`config.mk`:
```
export PLATFORM = sky130hd
export DESIGN_NAME = instruction_decode_stage
export DESIGN_NICKNAME = d
export VERILOG_FILES = /design/src/rtl/instruction_decode_stage.sv
export SDC_FILE = /design/constraint.sdc
export NUM_CORES = 1
export LEC_CHECK = 0
export BUFFER_PORTS_ARGS = -buffer_cell sky130_fd_sc_hd__buf_2
export CAP_MARGIN = 20
export CORE_ASPECT_RATIO = 0.5
export CORE_UTILIZATION = 62
export CTS_BUF_LIST = sky130_fd_sc_hd__clkbuf_4
export CTS_CLUSTER_DIAMETER = 80
export DETAILED_ROUTE_END_ITERATION = 8
export PLACE_DENSITY = 0.95
export SLEW_MARGIN = 5
export SYNTH_ARGS = -nofsm -noshare
export SYNTH_HDL_FRONTEND = slang
export SYNTH_SLANG_ARGS = --single-unit
```
`constraint.sdc`:
```
create_clock -name clk -period 4.4 [get_ports clk]
set_clock_uncertainty 0.1 [all_clocks]
set_input_delay 1.32 -clock clk [delete_from_list [all_inputs] [get_ports clk]]
set_output_delay 1.32 -clock clk [all_outputs]
set_load 0.05 [all_outputs]
```
`src/rtl/instruction_decode_stage.sv`:
```
// instruction_decode_stage: registered RV32I/RV64I decode stage with optional 2-entry skid buffer.
module instruction_decode_stage #(
    parameter int XLEN     = 32,
    parameter int PC_WIDTH = 32,
    parameter int SKID     = 1
) (
    input  logic                clk,
    input  logic                rstn,
    input  logic                flush,
    input  logic                in_valid,
    output logic                in_ready,
    input  logic [31:0]         in_instr,
    input  logic [PC_WIDTH-1:0] in_pc,
    output logic                out_valid,
    input  logic                out_ready,
    output logic [PC_WIDTH-1:0] out_pc,
    output logic [6:0]          out_opcode,
    output logic [2:0]          out_funct3,
    output logic [6:0]          out_funct7,
    output logic [4:0]          out_rs1,
    output logic [4:0]          out_rs2,
    output logic [4:0]          out_rd,
    output logic [XLEN-1:0]     out_imm,
    output logic [2:0]          out_fmt,
    output logic                out_illegal
);
    localparam bit RV64 = (XLEN == 64);
    localparam logic [2:0] F_X = 3'd0, F_R = 3'd1, F_I = 3'd2, F_S = 3'd3, F_B = 3'd4, F_U = 3'd5, F_J = 3'd6;

    typedef struct packed {
        logic [PC_WIDTH-1:0] pc;
        logic [6:0]          opcode;
        logic [2:0]          funct3;
        logic [6:0]          funct7;
        logic [4:0]          rs1;
        logic [4:0]          rs2;
        logic [4:0]          rd;
        logic [XLEN-1:0]     imm;
        logic [2:0]          fmt;
        logic                illegal;
    } entry_t;

    entry_t d, m, s;
    logic mv, sv, acc, shift, bad_r, bad_sh;
    logic [6:0] op, f7;
    logic [2:0] f3, fmt;
    logic [31:0] i, imm32;

    always_comb begin
        i   = in_instr;
        op  = i[6:0];
        f3  = i[14:12];
        f7  = i[31:25];
        fmt = (op == 7'b0110011 || (RV64 && op == 7'b0111011)) ? F_R :
              (op == 7'b0010011 || op == 7'b0000011 || op == 7'b1100111 || op == 7'b0001111 ||
               op == 7'b1110011 || (RV64 && op == 7'b0011011)) ? F_I :
              (op == 7'b0100011) ? F_S :
              (op == 7'b1100011) ? F_B :
              (op == 7'b0110111 || op == 7'b0010111) ? F_U :
              (op == 7'b1101111) ? F_J : F_X;
        imm32 = fmt == F_I ? {{20{i[31]}}, i[31:20]} :
                fmt == F_S ? {{20{i[31]}}, i[31:25], i[11:7]} :
                fmt == F_B ? {{19{i[31]}}, i[31], i[7], i[30:25], i[11:8], 1'b0} :
                fmt == F_U ? {i[31:12], 12'b0} :
                fmt == F_J ? {{11{i[31]}}, i[31], i[19:12], i[20], i[30:21], 1'b0} : 32'b0;
        bad_r  = (f7 != 7'b0000000 && f7 != 7'b0100000) || (f7 == 7'b0100000 && f3 != 3'b000 && f3 != 3'b101);
        // word shifts (0011011) only ever have a 5-bit shamt
        shift  = (op == 7'b0010011 || op == 7'b0011011) && (f3 == 3'b001 || f3 == 3'b101);
        bad_sh = (op == 7'b0011011 || !RV64) ? (f7 != 7'b0000000 && f7 != 7'b0100000)
                                             : (i[31:26] != 6'b000000 && i[31:26] != 6'b010000);
        d.pc      = in_pc;
        d.opcode  = op;
        d.funct3  = f3;
        d.funct7  = f7;
        d.rs1     = i[19:15];
        d.rs2     = i[24:20];
        d.rd      = i[11:7];
        d.imm     = XLEN'($signed(imm32));
        d.fmt     = fmt;
        d.illegal = i[1:0] != 2'b11 || fmt == F_X ||
                    (fmt == F_R && bad_r) ||
                    (shift && bad_sh) ||
                    (op == 7'b1100011 && (f3 == 3'b010 || f3 == 3'b011)) ||
                    (op == 7'b0000011 && (f3 == 3'b111 || (!RV64 && (f3 == 3'b011 || f3 == 3'b110)))) ||
                    (op == 7'b0100011 && (RV64 ? f3 > 3'b011 : f3 > 3'b010)) ||
                    (op == 7'b1100111 && f3 != 3'b000);
    end

    assign in_ready = (SKID != 0) ? !sv : (!mv || out_ready);
    assign acc      = in_valid && in_ready && !flush;

    // skid only fills while main is stalled; with SKID=0 in_ready is low then, so it stays empty
    always_ff @(posedge clk or negedge rstn)
        if (!rstn) begin
            mv <= 1'b0;
            sv <= 1'b0;
            m  <= '0;
            s  <= '0;
        end else if (flush) begin
            mv <= 1'b0;
            sv <= 1'b0;
        end else if (!mv || out_ready) begin
            mv <= sv || acc;
            sv <= 1'b0;
            if (sv) m <= s;
            else if (acc) m <= d;
        end else if (acc) begin
            sv <= 1'b1;
            s  <= d;
        end

    assign out_valid   = mv;
    assign out_pc      = m.pc;
    assign out_opcode  = m.opcode;
    assign out_funct3  = m.funct3;
    assign out_funct7  = m.funct7;
    assign out_rs1     = m.rs1;
    assign out_rs2     = m.rs2;
    assign out_rd      = m.rd;
    assign out_imm     = m.imm;
    assign out_fmt     = m.fmt;
    assign out_illegal = m.illegal;
endmodule

```
==> impl_metrics.json, run 1 <==
{
  "outcome": "finished clean",
  "routabilityCongestion": 0.880,
  "ir_drop_v": 0.000290,
  "fin_crit_ns": 3.83,
  "synth_fp_nets": 1023,
  "hold_depth": 2,
  "vias": 7894,
  "synth_cells": 954,
  "die_y_um": 86.8,
  "crit_chain": "inv_1 > buf_2",
  "r2r-end": "out_imm[16]",
  "crit_path_start_kind": "flop",
  "overflow": 0,
  "hold_ws_ns": 0.374,
  "wl_mm": 22.9,
  "core_area_sq_um": 13800,
  "critical_path_arrival_ns": 2.41,
  "drive_above_1_share_pct": 23.5,
  "dp_hpwl_mm": 14.5,
  "ys_ff_latch": 202,
  "yosys_warnings": 0,
  "setup_ws_ns": 0.571,
  "r2r_slack_ns": 1.60,
  "synth.avg_cell_area_sq_um": 9.35,
  "drc": 0,
  "setup_viol": 0,
  "vias_per_cell": 5.90,
  "path_max_fanout": 38,
  "clk_latency_ns": 0.63,
  "holdPathEnd": "out_pc[2]",
  "postCtsHoldBufs": 0,
  "ys_types": 50,
  "die_w_um": 172,
  "cp_top_family": "buffers and inverters",
  "final_nets": 1178,
  "wire_per_inst_um": 17.1,
  "drtIter0Drc": 771,
  "htree_levels": 2,
  "cts.clk_slew.worst_paths_ns": 0.07,
  "clk_path_buf_depth": 3,
  "antenna_found_initial": 1,
  "cts_resized": 0,
  "finish.utilization_pct": 76.2,
  "synth_top_area_share_pct": 56.6,
  "worst-path-buf-inv": 2,
  "slew_headroom_pct": 37.3,
  "cts-root-buf": "clkbuf_4",
  "tns_ns": 0,
  "yosysSeqAreaShare_pct": 56.6,
  "groute.usage.overall_pct": 31.8,
  "p_per_area_nw_per_um2": 486,
  "worstMarginPinSlew_ns": 0.941,
  "hold_path.class": "flop to flop",
  "worst-setup-path-type": "flop to output pin",
  "area_growth_pct": 18.0,
  "finalHoldViolCount": 0,
  "clock-sinks": 202,
  "reg2reg_depth": 5,
  "ys_top_cells_by_area": "dfrtp_1 57%, nand2_1 13%, mux2i_1 7.4%",
  "critPathSlowestCell": "dfrtp_4",
  "cpPeakStageDelay_ns": 0.71,
  "ios": 171,
  "std_cell_rows": 30,
  "portBuffers": 170,
  "rr_startpoint": "sv",
  "required_ns": 2.98,
  "fin_total_pwr_w": 0.00512,
  "end_kind": "output pin",
  "final_cell_mix": "299 x nand2_1, 201 x dfrtp_1, 169 x buf_2",
  "grt_pass1_vias": 7629,
  "netlist_area_sq_um": 8920,
  "cts_buffers": 46,
  "fin_crit_sh_pct": 87.0,
  "fmax_ghz": 0.261,
  "pre_cts_slack_ns": 0.738,
  "drtPass1Iterations": 5,
  "async_flop_share_pct": 100,
  "p_leak_nw": 5.12,
  "grt_max_degree": 122,
  "slew_violations": 0,
  "synth_edf_count": 0,
  "hold_start": "out_pc[2]",
  "synth_ff_type": "dfrtp_1",
  "dieArea_sq_um": 14900,
  "final_common_cell": "nand2_1",
  "maxCapViolations": 0,
  "grt_pass1_wl_mm": 37.0,
  "initial_core_util_pct": 64.6,
  "cts_tree": "built",
  "yosysTopAreaCell": "dfrtp_1",
  "rsz0062_at_grt": "no",
  "post_cts_buffers": 0,
  "postRouteAntennaNets": 0
}
## worst max-delay path by stage
stage / startpoint / end / slack [ns] / cells past startpoint
after floorplan: in_instr[1] / out_imm[18] / 1.44 / 9
after global placement: in_instr[4] / out_imm[12] / 0.86 / 6
after detailed placement: in_instr[4] / s[18] / 0.74 / 6
after CTS: sv / in_ready / 0.60 / 2
after global routing: sv / in_ready / 0.51 / 2
final: sv / in_ready / 0.57 / 2
## routing by layer
metal,vias to the layer above,wire (um),global-route usage (%)
li1,3589,-,-
met1,3832,9300,41.1
met2,393,11000,52.2
met3,80,2040,8.77
met4,0,631,11.0
met5,-,0,0
## metrics by stage
stage                     instance area (sq um)  std cells
final                                     10500       1339
after global routing                      10500       1339
after CTS                                 10500       1338
after detailed placement                   9870       1253
after global placement                     9870       1253
after floorplan                            8920        954
## tightest hold or removal path, stage by stage (launching register included)
cell	delay [ns]
dfrtp_1	0.34
nand2_1	0.05
o21ai_0	0.06
## power breakdown
group | internal [W] | switching, W
logic | 0.000288 | 0.000838
clock network | 0.000887 | 0.000752
registers | 0.00217 | 0.000179
## kinds of logic (layout without fill, tap and decap cells)
logic type / Yosys count / count (layout) / synth area share (%)
DFF: 202 / 202 / 56.6
muxes: 68 / 68 / 7.66
xor gates and xnor gates: 2 / 2 / 0.196
and+or+nand+nor: 409 / 409 / 19.3
AOI/OAI and AO/OA: 197 / 197 / 12.7
buffers and inverters: 76 / 268 / 3.41
other: 0 / 1 / 0
## registers in the layout, summed over array words and instances (netlist names), 3 cells and up
signal	flops
out_funct7	7
out_rd	5
out_rs2	5
out_opcode	7
s	100
out_imm	32
out_pc	32
out_fmt	3
out_funct3	3
out_rs1	5
## area by class of cell
type / count / area (sq um)
Clock inverter: 10 / 90.1
Clock buffer: 75 / 563
Inverter: 4 / 15.0
Sequential cell: 202 / 5060
Timing Repair Buffer: 179 / 965
Fill cell: 1002 / 3290
Multi-Input combinational cell: 676 / 3590
Antenna cell: 1 / 2.50
Tap cell: 192 / 240
## synthesized netlist by cell type, types with 6 or more instances
cell	n
clkbuf_1	58
a31oi_1	35
a22o_1	6
mux2i_1	66
nor3_1	7
buf_2	9
and3_1	6
nor2_1	32
a21oi_1	19
nand2_1	299
o21ai_0	112
nand3_1	20
or3_1	18
dfrtp_1	202
Power figures use the tool's default switching activity.
==> inputs of run 2 (changes only) <==
==> constraint.sdc (replaced) <==
create_clock -name clk -period 4.4 [get_ports clk]
set_clock_uncertainty 0.1 [all_clocks]
set_input_delay 1.1 -clock clk [delete_from_list [all_inputs] [get_ports clk]]
set_output_delay 1.1 -clock clk [all_outputs]
set_load 0.05 [all_outputs]
==> impl_metrics.json, run 2 (synthesis gave the netlist of run 1 again) <==
{
  "r2r-end": "out_imm[27]",
  "hold_ws_ns": 0.372,
  "portBuffers": 170,
  "wire_per_inst_um": 17.1,
  "holdPathEnd": "out_pc[21]",
  "largest_reg_flops": 100,
  "final_common_cell": "nand2_1",
  "overflow": 0,
  "maxCapViolations": 0,
  "final_nets": 1178,
  "crit_chain": "inv_1 > buf_2",
  "vias": 7819,
  "cts-root-buf": "clkbuf_4",
  "cts_buffers": 45,
  "required_ns": 3.20,
  "die_y_um": 86.8,
  "fin_crit_sh_pct": 81.4,
  "drtIter0Drc": 916,
  "ir_drop_v": 0.000278,
  "area_growth_pct": 16.3,
  "pwr-share-seq_pct": 48.5,
  "critical_path_arrival_ns": 2.38,
  "finalHoldViolCount": 0,
  "clkPwrFrac_pct": 28.3,
  "fin_crit_ns": 3.58,
  "p_switching_w": 0.00172,
  "rr_startpoint": "sv",
  "routabilityCongestion": 0.879,
  "end_kind": "output pin",
  "path_max_fanout": 41,
  "cts_tree": "built",
  "grt_pass1_wl_mm": 36.2,
  "p_int_w": 0.00313,
  "std_cell_rows": 30,
  "clock-sinks": 202,
  "drc": 0,
  "worstMarginPinSlew_ns": 0.813,
  "rsz0062_at_grt": "no",
  "drive_above_1_share_pct": 22.9,
  "initial_core_util_pct": 64.6,
  "antenna_found_initial": 1,
  "die_w_um": 172,
  "finish.utilization_pct": 75.2,
  "core_area_sq_um": 13800,
  "dp_hpwl_mm": 14.4,
  "postRouteAntennaNets": 0,
  "ios": 171,
  "crit_path_start_kind": "flop",
  "final_cell_mix": "299 x nand2_1, 201 x dfrtp_1, 169 x buf_2",
  "wl_mm": 22.7,
  "cpPeakStageDelay_ns": 0.73,
  "htree_levels": 2,
  "p_per_area_nw_per_um2": 467,
  "cts.clk_slew.worst_paths_ns": 0.07,
  "vias_per_cell": 5.89,
  "setup_viol": 0,
  "reg2reg_depth": 5,
  "slew_violations": 0,
  "fmax_ghz": 0.279,
  "cts_resized": 0,
  "worst-setup-path-type": "flop to output pin",
  "groute.usage.overall_pct": 31.0,
  "grt_max_degree": 122,
  "slew_headroom_pct": 44.4,
  "hold_depth": 2,
  "post_cts_buffers": 0,
  "p_leak_nw": 5.06,
  "hold_path.class": "flop to flop",
  "critPathSlowestCell": "dfrtp_4",
  "regMostFlops": "s",
  "combPwrFrac_pct": 23.2,
  "drtPass1Iterations": 7,
  "grt_pass1_vias": 7357,
  "switching_share_pct": 35.4,
  "tns_ns": 0,
  "fillCellCount": 962,
  "clk_latency_ns": 0.62,
  "r2r_slack_ns": 1.53,
  "postCtsHoldBufs": 0,
  "outcome": "finished clean",
  "clk_path_buf_depth": 3,
  "hold_start": "out_pc[21]",
  "dieArea_sq_um": 14900
}
run 2: cell count changes in the layout (fill, tap and decap cells not counted):
| cell | before | now |
|---|---|---|
| clkinv_1 | 8 | 5 |
| buf_4 | 6 | 8 |
| clkbuf_4 | 75 | 65 |
| buf_12 | 3 | 2 |
| inv_2 | 0 | 2 |
| bufinv_16 | 2 | 0 |
run 2: worst max-delay path by stage:
stage | slack [ns] | startpoint | to
after floorplan | 1.66 | in_instr[1] | out_imm[18]
after CTS | 0.83 | sv | in_ready
after global routing | 0.74 | sv | in_ready
final | 0.82 | sv | in_ready
after global placement | 1.24 | in_instr[4] | out_imm[12]
after detailed placement | 1.12 | in_instr[2] | out_illegal
run 2: worst max-delay path: cells and delay by family (launching register included):
kind / cells / cell delay, ns
flops: 1 / 0.73
buf+inv: 2 / 1.05
run 2: routing by layer:
layer / GRT usage (%) / part of all wire, % / wire (um)
met5: 0 / 0 / 0
met4: 11.8 / 3.0 / 679
met3: 7.58 / 9.2 / 2090
met2: 49.1 / 47 / 10600
met1: 41.7 / 41 / 9260
run 2: cell type report:
type                       count  area, sq um  area share, %
clock buffer                  65          488           4.70
timing repair buffer         180          960           9.24
clock inverter                 7         26.3          0.253
antenna                        1         2.50         0.0241
tap                          192          240           2.31
inverter                       4         15.0          0.145
sequential                   202         5060           48.7
multi-input combinational    676         3590           34.6
run 2: per-stage QoR:
step / instance area [sq um] / instances / worst slack [ns] / total power [W]
floorplan: 8920 / 954 / 1.66 / 0.00314
global placement: 9870 / 1254 / 1.24 / 0.00344
detailed placement: 9870 / 1254 / 1.12 / 0.00350
CTS: 10400 / 1326 / 0.828 / 0.00487
global route: 10400 / 1327 / 0.736 / 0.00509
finish: 10400 / 1327 / 0.817 / 0.00485
run 2: power groups by stage:
| stage | combinational [W] | sequential [W] | clock (W) |
|---|---|---|---|
| finish | 0.00112 | 0.00235 | 0.00137 |
| global route | 0.00121 | 0.00238 | 0.00149 |
| CTS | 0.00113 | 0.00235 | 0.00140 |
| detailed placement | 0.00112 | 0.00238 | 0 |
| global placement | 0.00108 | 0.00236 | 0 |
| floorplan | 0.000349 | 0.00280 | 0 |
